**config.mk**
```make
export PLATFORM = sky130hd
export DESIGN_NAME = instr_fetch_unit
export DESIGN_NICKNAME = d
export VERILOG_FILES = /design/src/rtl/instr_fetch_unit.sv
export SDC_FILE = /design/constraint.sdc
export NUM_CORES = 1
export LEC_CHECK = 0
export BUFFER_PORTS_ARGS = -buffer_cell sky130_fd_sc_hd__buf_2
export CAP_MARGIN = 20
export CORE_MARGIN = 10
export CORE_UTILIZATION = 35
export CTS_CLUSTER_SIZE = 40
export DETAILED_ROUTE_END_ITERATION = 8
export GPL_ROUTABILITY_DRIVEN = 0
export SETUP_SLACK_MARGIN = 0.15
export SLEW_MARGIN = 25
export SYNTH_ARGS = -nofsm -noshare
export SYNTH_HDL_FRONTEND = slang
export SYNTH_SLANG_ARGS = --single-unit
export TNS_END_PERCENT = 50
```
**constraint.sdc**
```tcl
create_clock -name clk_i -period 2.65 [get_ports clk_i]
set_input_delay 0.1325 -clock clk_i [delete_from_list [all_inputs] [get_ports clk_i]]
set_output_delay 0.1325 -clock clk_i [all_outputs]
set_load 0.02 [all_outputs]
```
**src/rtl/instr_fetch_unit.sv**
```systemverilog
// instr_fetch_unit
//   Fetch front-end ahead of the control unit. Owns the fetch PC, issues
//   reads to a synchronous byte ROM (data one cycle after rom_en_o), queues
//   returned bytes in a small FIFO and presents the head byte with its PC.
//   The consumer pops with byte_ready_i. jump_en_i redirects fetch and
//   flushes the queue. halt_i parks the unit until the next jump.
//
//   Optional build macro: FETCH_BYPASS_EN. When it is defined, a returning
//   byte is shown on byte_out_o in its return cycle if the FIFO is empty.
//
// Ports
//   clk_i, rst_i       clock, synchronous active-high reset
//   rom_en_o/addr_o    ROM read strobe and address
//   rom_data_i         ROM read data, one cycle after rom_en_o
//   byte_out_o/pc_o    head byte and its address
//   byte_valid_o       head byte valid
//   byte_ready_i       consumer pops the head byte this cycle
//   jump_en_i/addr_i   redirect fetch to jump_addr_i
//   halt_i, halted_o   stop issuing reads / parked indicator
//
// state  | meaning
// S_RUN  | issuing reads while FIFO credit allows
// S_HALT | no new reads; queued bytes still drain; leave only on jump
module instr_fetch_unit #(
   parameter int unsigned       ADDR_W     = 16,
   parameter int unsigned       DATA_W     = 8,
   parameter int unsigned       FIFO_DEPTH = 4,
   parameter logic [ADDR_W-1:0] RESET_PC   = '0
) (
   input  logic              clk_i,
   input  logic              rst_i,
   output logic              rom_en_o,
   output logic [ADDR_W-1:0] rom_addr_o,
   input  logic [DATA_W-1:0] rom_data_i,
   output logic [DATA_W-1:0] byte_out_o,
   output logic [ADDR_W-1:0] byte_pc_o,
   output logic              byte_valid_o,
   input  logic              byte_ready_i,
   input  logic              jump_en_i,
   input  logic [ADDR_W-1:0] jump_addr_i,
   input  logic              halt_i,
   output logic              halted_o
);

   localparam int unsigned PTR_W = $clog2(FIFO_DEPTH);
   localparam int unsigned CNT_W = PTR_W + 1;
   localparam logic [CNT_W:0] DEPTH_C = (CNT_W + 1)'(FIFO_DEPTH);

   typedef enum logic {S_RUN, S_HALT} state_t;

   state_t            state_q, state_d;
   logic [ADDR_W-1:0] fetch_pc_q, fetch_pc_d;
   logic [ADDR_W-1:0] byte_pc_q, byte_pc_d;
   logic [DATA_W-1:0] mem_q [FIFO_DEPTH];
   logic [PTR_W-1:0]  rd_ptr_q, rd_ptr_d, wr_ptr_q, wr_ptr_d;
   logic [CNT_W-1:0]  count_q, count_d;
   logic              inflight_q, inflight_d;

   logic [CNT_W:0]    occ;
   logic              issue, ret, bypass, pop, fifo_pop, push;

   always_comb begin
      state_d = state_q;
      if (jump_en_i) begin
         state_d = S_RUN;
      end else if (halt_i) begin
         state_d = S_HALT;
      end
   end

   // Credit counts the byte still in flight; a same-cycle pop earns nothing.
   // A halt stops issuing in the very cycle it is sampled.
   assign occ   = {1'b0, count_q} + {{CNT_W{1'b0}}, inflight_q};
   assign issue = !rst_i && (state_q == S_RUN) && !jump_en_i && !halt_i
                  && (occ < DEPTH_C);
   assign ret   = inflight_q && !jump_en_i && !rst_i;

`ifdef FETCH_BYPASS_EN
   assign bypass = ret && (count_q == '0);
`else
   assign bypass = 1'b0;
`endif

   assign byte_valid_o = (count_q != '0) || bypass;
   assign pop          = byte_valid_o && byte_ready_i && !jump_en_i && !rst_i;
   // A bypassed byte that is popped immediately never enters the FIFO.
   assign fifo_pop     = pop && !bypass;
   assign push         = ret && !(bypass && pop);

   always_comb begin
      byte_out_o = '0;
      if (bypass) begin
         byte_out_o = rom_data_i;
      end else if (byte_valid_o) begin
         byte_out_o = mem_q[rd_ptr_q];
      end
   end

   assign rom_en_o   = issue;
   assign rom_addr_o = issue ? fetch_pc_q : '0;
   assign byte_pc_o  = byte_pc_q;
   assign halted_o   = (state_q == S_HALT);

   always_comb begin
      fetch_pc_d = fetch_pc_q;
      byte_pc_d  = byte_pc_q;
      rd_ptr_d   = rd_ptr_q;
      wr_ptr_d   = wr_ptr_q;
      count_d    = count_q;
      inflight_d = issue;
      if (jump_en_i) begin
         fetch_pc_d = jump_addr_i;
         byte_pc_d  = jump_addr_i;
         rd_ptr_d   = '0;
         wr_ptr_d   = '0;
         count_d    = '0;
      end else begin
         if (issue)    fetch_pc_d = fetch_pc_q + 1'b1;
         if (pop)      byte_pc_d  = byte_pc_q + 1'b1;
         if (fifo_pop) rd_ptr_d   = rd_ptr_q + 1'b1;
         if (push)     wr_ptr_d   = wr_ptr_q + 1'b1;
         count_d = count_q + CNT_W'(push) - CNT_W'(fifo_pop);
      end
   end

   always_ff @(posedge clk_i) begin
      if (rst_i) begin
         state_q    <= S_RUN;
         fetch_pc_q <= RESET_PC;
         byte_pc_q  <= RESET_PC;
         rd_ptr_q   <= '0;
         wr_ptr_q   <= '0;
         count_q    <= '0;
         inflight_q <= 1'b0;
      end else begin
         state_q    <= state_d;
         fetch_pc_q <= fetch_pc_d;
         byte_pc_q  <= byte_pc_d;
         rd_ptr_q   <= rd_ptr_d;
         wr_ptr_q   <= wr_ptr_d;
         count_q    <= count_d;
         inflight_q <= inflight_d;
      end
   end

   always_ff @(posedge clk_i) begin
      if (push) begin
         mem_q[wr_ptr_q] <= rom_data_i;
      end
   end

endmodule

```
# Word-level counts from Yosys, hierarchy flattened
# Memory sizes are Yosys's and may differ from the RTL's. A register that Yosys moved wholly into a read port is not among the register bits.
# Index checks and enable logic that the tools add are counted.
# totals
regBits,41
ramBits,32
inputBits,29
output_inout_bits,43
word_cells,43
n_memories,1
# op_classes
addsub,7
n_lt_le_gt_ge,1
muxes,10
n_bitwise,1
reduce_logical,16
# mem_list
name,depth,word_bits,rd,rd_ports_with_merged_regs,write_ports,line_no,text
mem_q,4,8,1,1,1,54,logic [DATA_W-1:0] mem_q [FIFO_DEPTH];
# ops
op,count
two-way mux 16 bit,5
"adder 16 x 1 -> 16 bit, second input constant",2
logical AND 1 bit,9
two-way mux 8 bit,1
"adder 2 x 1 -> 2 bit, second input constant",2
adder 3 x 1 -> 4 bit,1
"less-than comparator 4 x 3 -> 1 bit, second input constant",1
two-way mux 2 bit,2
nonzero test 2 bit,2
adder 3 x 1 -> 3 bit,1
zero test 1 bit,3
nonzero test 3 bit,1
subtractor 3 x 1 -> 3 bit,1
two-way mux 1 bit,2
OR reduction 2 bit,1
inverter 1 bit,1

# Logic depth before layout (Yosys ltp)
# logic_depth
depth_word,7
mapped_depth,11
depth_no_buf,9

# Least setup slack after synthesis
# Ideal clock, no wire load.
# synth_path
kind,reg-to-reg
start,register count_q[1]
end,register count_q[2]
setup_time_ns,0.117
arrival_time_ns,2.091
t_required_ns,2.533
setup_slack_ns,0.442
stages_incl_launch_ff,11
path_buffers,1
cell_sequence,dfxtp_1 > or3_1 > and3_1 > buf_2 > ha_1 > inv_1 > ha_1 > inv_1 > fa_1 > xnor2_1 > nor2_1
# synth_via
elab_chain_cells,5
elab_cells_between_ends,6
classes_between,add/sub (2); reduce/logical (4)
# synth_rtl
element,line_no,text
start: declaration,56,"logic [CNT_W-1:0] count_q, count_d;"
start signal: assignment,141,count_q <= count_d;
nonzero test 3 bit,84,assign byte_valid_o = (count_q != '0) || bypass;
logical AND 1 bit (3 in series),85,assign pop = byte_valid_o && byte_ready_i && !jump_en_i && !rst_i;
via fifo_pop,60,"logic issue, ret, bypass, pop, fifo_pop, push;"
subtractor 3 x 1 -> 3 bit,122,count_d = count_q + CNT_W'(push) - CNT_W'(fifo_pop);
# The timed path passes the listed nets, and every way through them passes these cells.
# A chain may end at the register's enable or synchronous reset.

# Worst setup path in the final report
# layout_path
start,register count_q[1]
end,output rom_addr_o[4]
# layout_via
elab_chain_cells,4
# layout_rtl
element,line_no,text
adder 3 x 1 -> 4 bit,73,"assign occ = {1'b0, count_q} + {{CNT_W{1'b0}}, inflight_q};"
less-than comparator 4 x 3 -> 1 bit,75,&& (occ < DEPTH_C);
logical AND 1 bit,75,
two-way mux 16 bit,100,assign rom_addr_o = issue ? fetch_pc_q : '0;
end: declaration,33,"output logic [ADDR_W-1:0] rom_addr_o,"
# Every way passes these cells.

==> run metrics <==
CTS H-tree depth=3; first-pass GRT wire length=14.0 mm; Crit. Startpoint=count_q[1]; Root Buffer=clkbuf_8; static leakage=1.76 nW; NumNets Final=438; Max FO, Critical Path=8; r2r endpoint=count_q[2]; wire length per cell=16.1 um; final slew viol count=0; row count=37; share of cells above drive strength 1=0.300; Total GRT Usage=0.119; fin area=4450 sq um; Finished Layout Cells=540; count of TritonRoute iterations in the first routing pass=4; RSZ-0062 raised after global routing=no; # port buffers=71; vias per inst=4.85; Max Fclk=424 MHz; critical path arrival=2.23 ns; Hold Path Class=primary input to flop; Worst Setup End Kind=output port; met3 wire length=485 um; r2r worst-path depth=9; area delta synth->final=22.5%; Top Layer Used=met4; main flop type after synthesis=dfxtp_1; met2 routed WL=4.34 mm; Net Count, Synth=359; TritonCTS clock tree=done; clk_lat worst skew=0.35 ns; initial antenna violation count=0; Required @ worst endpoint=2.52 ns; diode count=0; post-route ant nets=0; initial core utilization=0.355; CP endpoint=rom_addr_o[4]; vias in the first global route=2775; Max-cap violations=0; I/O pin count=72; yosys warns=0; count of cell types in the netlist=48; status=finished, final reports clean; critical path class=flop to output port; core area=10200 sq um; Post-Place Cell Area=4100 sq um; # placed instances=514; worst r2r src=count_q[0]; clk_skew=0.00798 ns; clock sinks=75; fin util=0.435; Sequential Area=1820 sq um; post-synth design cell area=3630 sq um; die area=14900 sq um; # DRC=0; worst-case clock buffer depth=2; Mapped Cells=320; ys async rst share=0; Final Hold Vio Count=0; Max VDD drop=0.314 mV; Die Y=122 um; wl on met1=3.75 mm; fin crit share=0.891; DR vias=2617; Mapped Avg Cell Area=11.4 sq um; cts bufs inserted=9; Synth Register Bits=75; setup TNS=0 ns; Post-synth EDFFs=32; total wire length=8.72 mm; DRT iter0 DRCs=157; Filler cells=1005; Multi-input gate area=1670 sq um; Power Density=579 nW/um^2; Slew @ Worst Pin=0.537 ns; setup violators final=0; Critical Path Source Type=flop; DP Wirelength=6.47 mm; sequential area share after synthesis=0.501; Worst-path clk slew=0.08 ns; R2R setup slack=0.46 ns; total grt overflow=0; Die Width=122 um; Worst slew margin=0.641; min Tclk post-route=2.36 ns; largest net degree at the start of global routing=20
## what timing repair did
| action | in CTS | in global routing |
|---|---|---|
| endpoints found under the hold margin | 28 | 0 |
| buffers inserted | 2 | 1 |
| gates resized for setup | 1 | 4 |
| cloned | 0 | 0 |
| endpoints found under the setup margin | 16 | 16 |
| hold buffers | 7 | 0 |
| pin swaps | 1 | 1 |
## cells in the mapped netlist, types with 3 or more instances
cell      instances  area, sq um
a21boi_0         14          105
a21boi_1          4         30.0
a21oi_1          12         60.1
and2_1           28          175
and3_1            7         43.8
buf_2             5         25.0
clkbuf_1          7         26.3
dfxtp_1          43          861
edfxtp_1         32          961
ha_1              9          113
inv_1            18         67.6
mux2i_1           3         30.0
mux4_2            8          180
nand2_1          12         45.0
nand3_1           9         45.0
nand4_1           9         56.3
nor2_1           17         63.8
nor3_1            9         45.0
nor4_4            3         63.8
o21ai_0           3         15.0
o21ai_1           3         15.0
xnor2_1          21          184
xor2_1           10         87.6
## cells by family (layout without fill, tap and decap cells)
logic type | after synthesis | count (layout) | synth area share
fa+ha+maj | 10 | 10 | 0.0365
mux | 13 | 13 | 0.0671
flops | 75 | 75 | 0.501
xor+xnor | 31 | 31 | 0.0747
simple gates | 112 | 112 | 0.198
buf+inv | 35 | 119 | 0.0420
compound gates | 44 | 44 | 0.0806
## power breakdown
| part | switching, mW | leakage, nW | total (mW) | internal (mW) |
|---|---|---|---|---|
| combinational | 0.120 | 0.991 | 0.208 | 0.0884 |
| clock | 0.450 | 0.126 | 1.08 | 0.635 |
| sequential | 0.0438 | 0.644 | 1.28 | 1.24 |
## state kept, by name, indices dropped and copies added, names as in the netlist, named ones only
register    cells
halted_o        1
fetch_pc_q     16
byte_pc_o      16
mem_q          32
inflight_q      1
count_q         3
rd_ptr_q        2
wr_ptr_q        2
## cell usage in the layout (no fill, tap or decap), drive strengths merged, types with 10 or more instances in the layout
cell type   n
a21boi     18
a21oi      12
and2       28
buf        77
dfxtp      43
edfxtp     32
inv        20
nand2      12
nand3      11
nand4      10
nor2       20
nor3       10
xnor2      21
xor2       10
## worst min path at each step
stage,to,startpoint,cells past startpoint
3_5_place_dp,mem_q[1][5],rom_data_i[5],1
2_1_floorplan,mem_q[0][0],rom_data_i[0],0
4_1_cts,mem_q[2][7],rom_data_i[7],1
5_1_grt,mem_q[2][7],rom_data_i[7],1
3_3_place_gp,mem_q[2][2],rom_data_i[2],1
6_report,mem_q[0][7],rom_data_i[7],1
## stage by stage
step / worst slack [ns] / power (mW) / hold slack (ns)
detailed placement: 0.442 / 1.51 / 0.356
global route: 0.153 / 2.68 / 0.00860
finish: 0.290 / 2.58 / 0.0179
global placement: 0.513 / 1.51 / 0.351
floorplan: 0.442 / 1.43 / 0.231
CTS: 0.151 / 2.61 / 0.000793
## routing by layer
layer,global-route usage,up-vias
li1,-,1290
met1,0.135,1249
met2,0.206,64
met3,0.0375,14
met4,0.0432,0
met5,0,-
## final cells by class
cell class	instances	area share
timing repair buffer	84	0.106
inverter	19	0.0160
sequential	75	0.410
clock inverter	7	0.0278
clock buffer	9	0.0278
multi-input combinational	210	0.374
tap	136	0.0382
## critical path, cell delays in order (launching register included)
cell	delay, ns
dfxtp_2	0.35
ha_1	0.22
and4b_4	0.35
mux2_4	0.21
nand2_2	0.11
nor2_4	0.13
buf_4	0.13
and2_1	0.18
buf_2	0.19
Power figures use the tool's default switching activity.
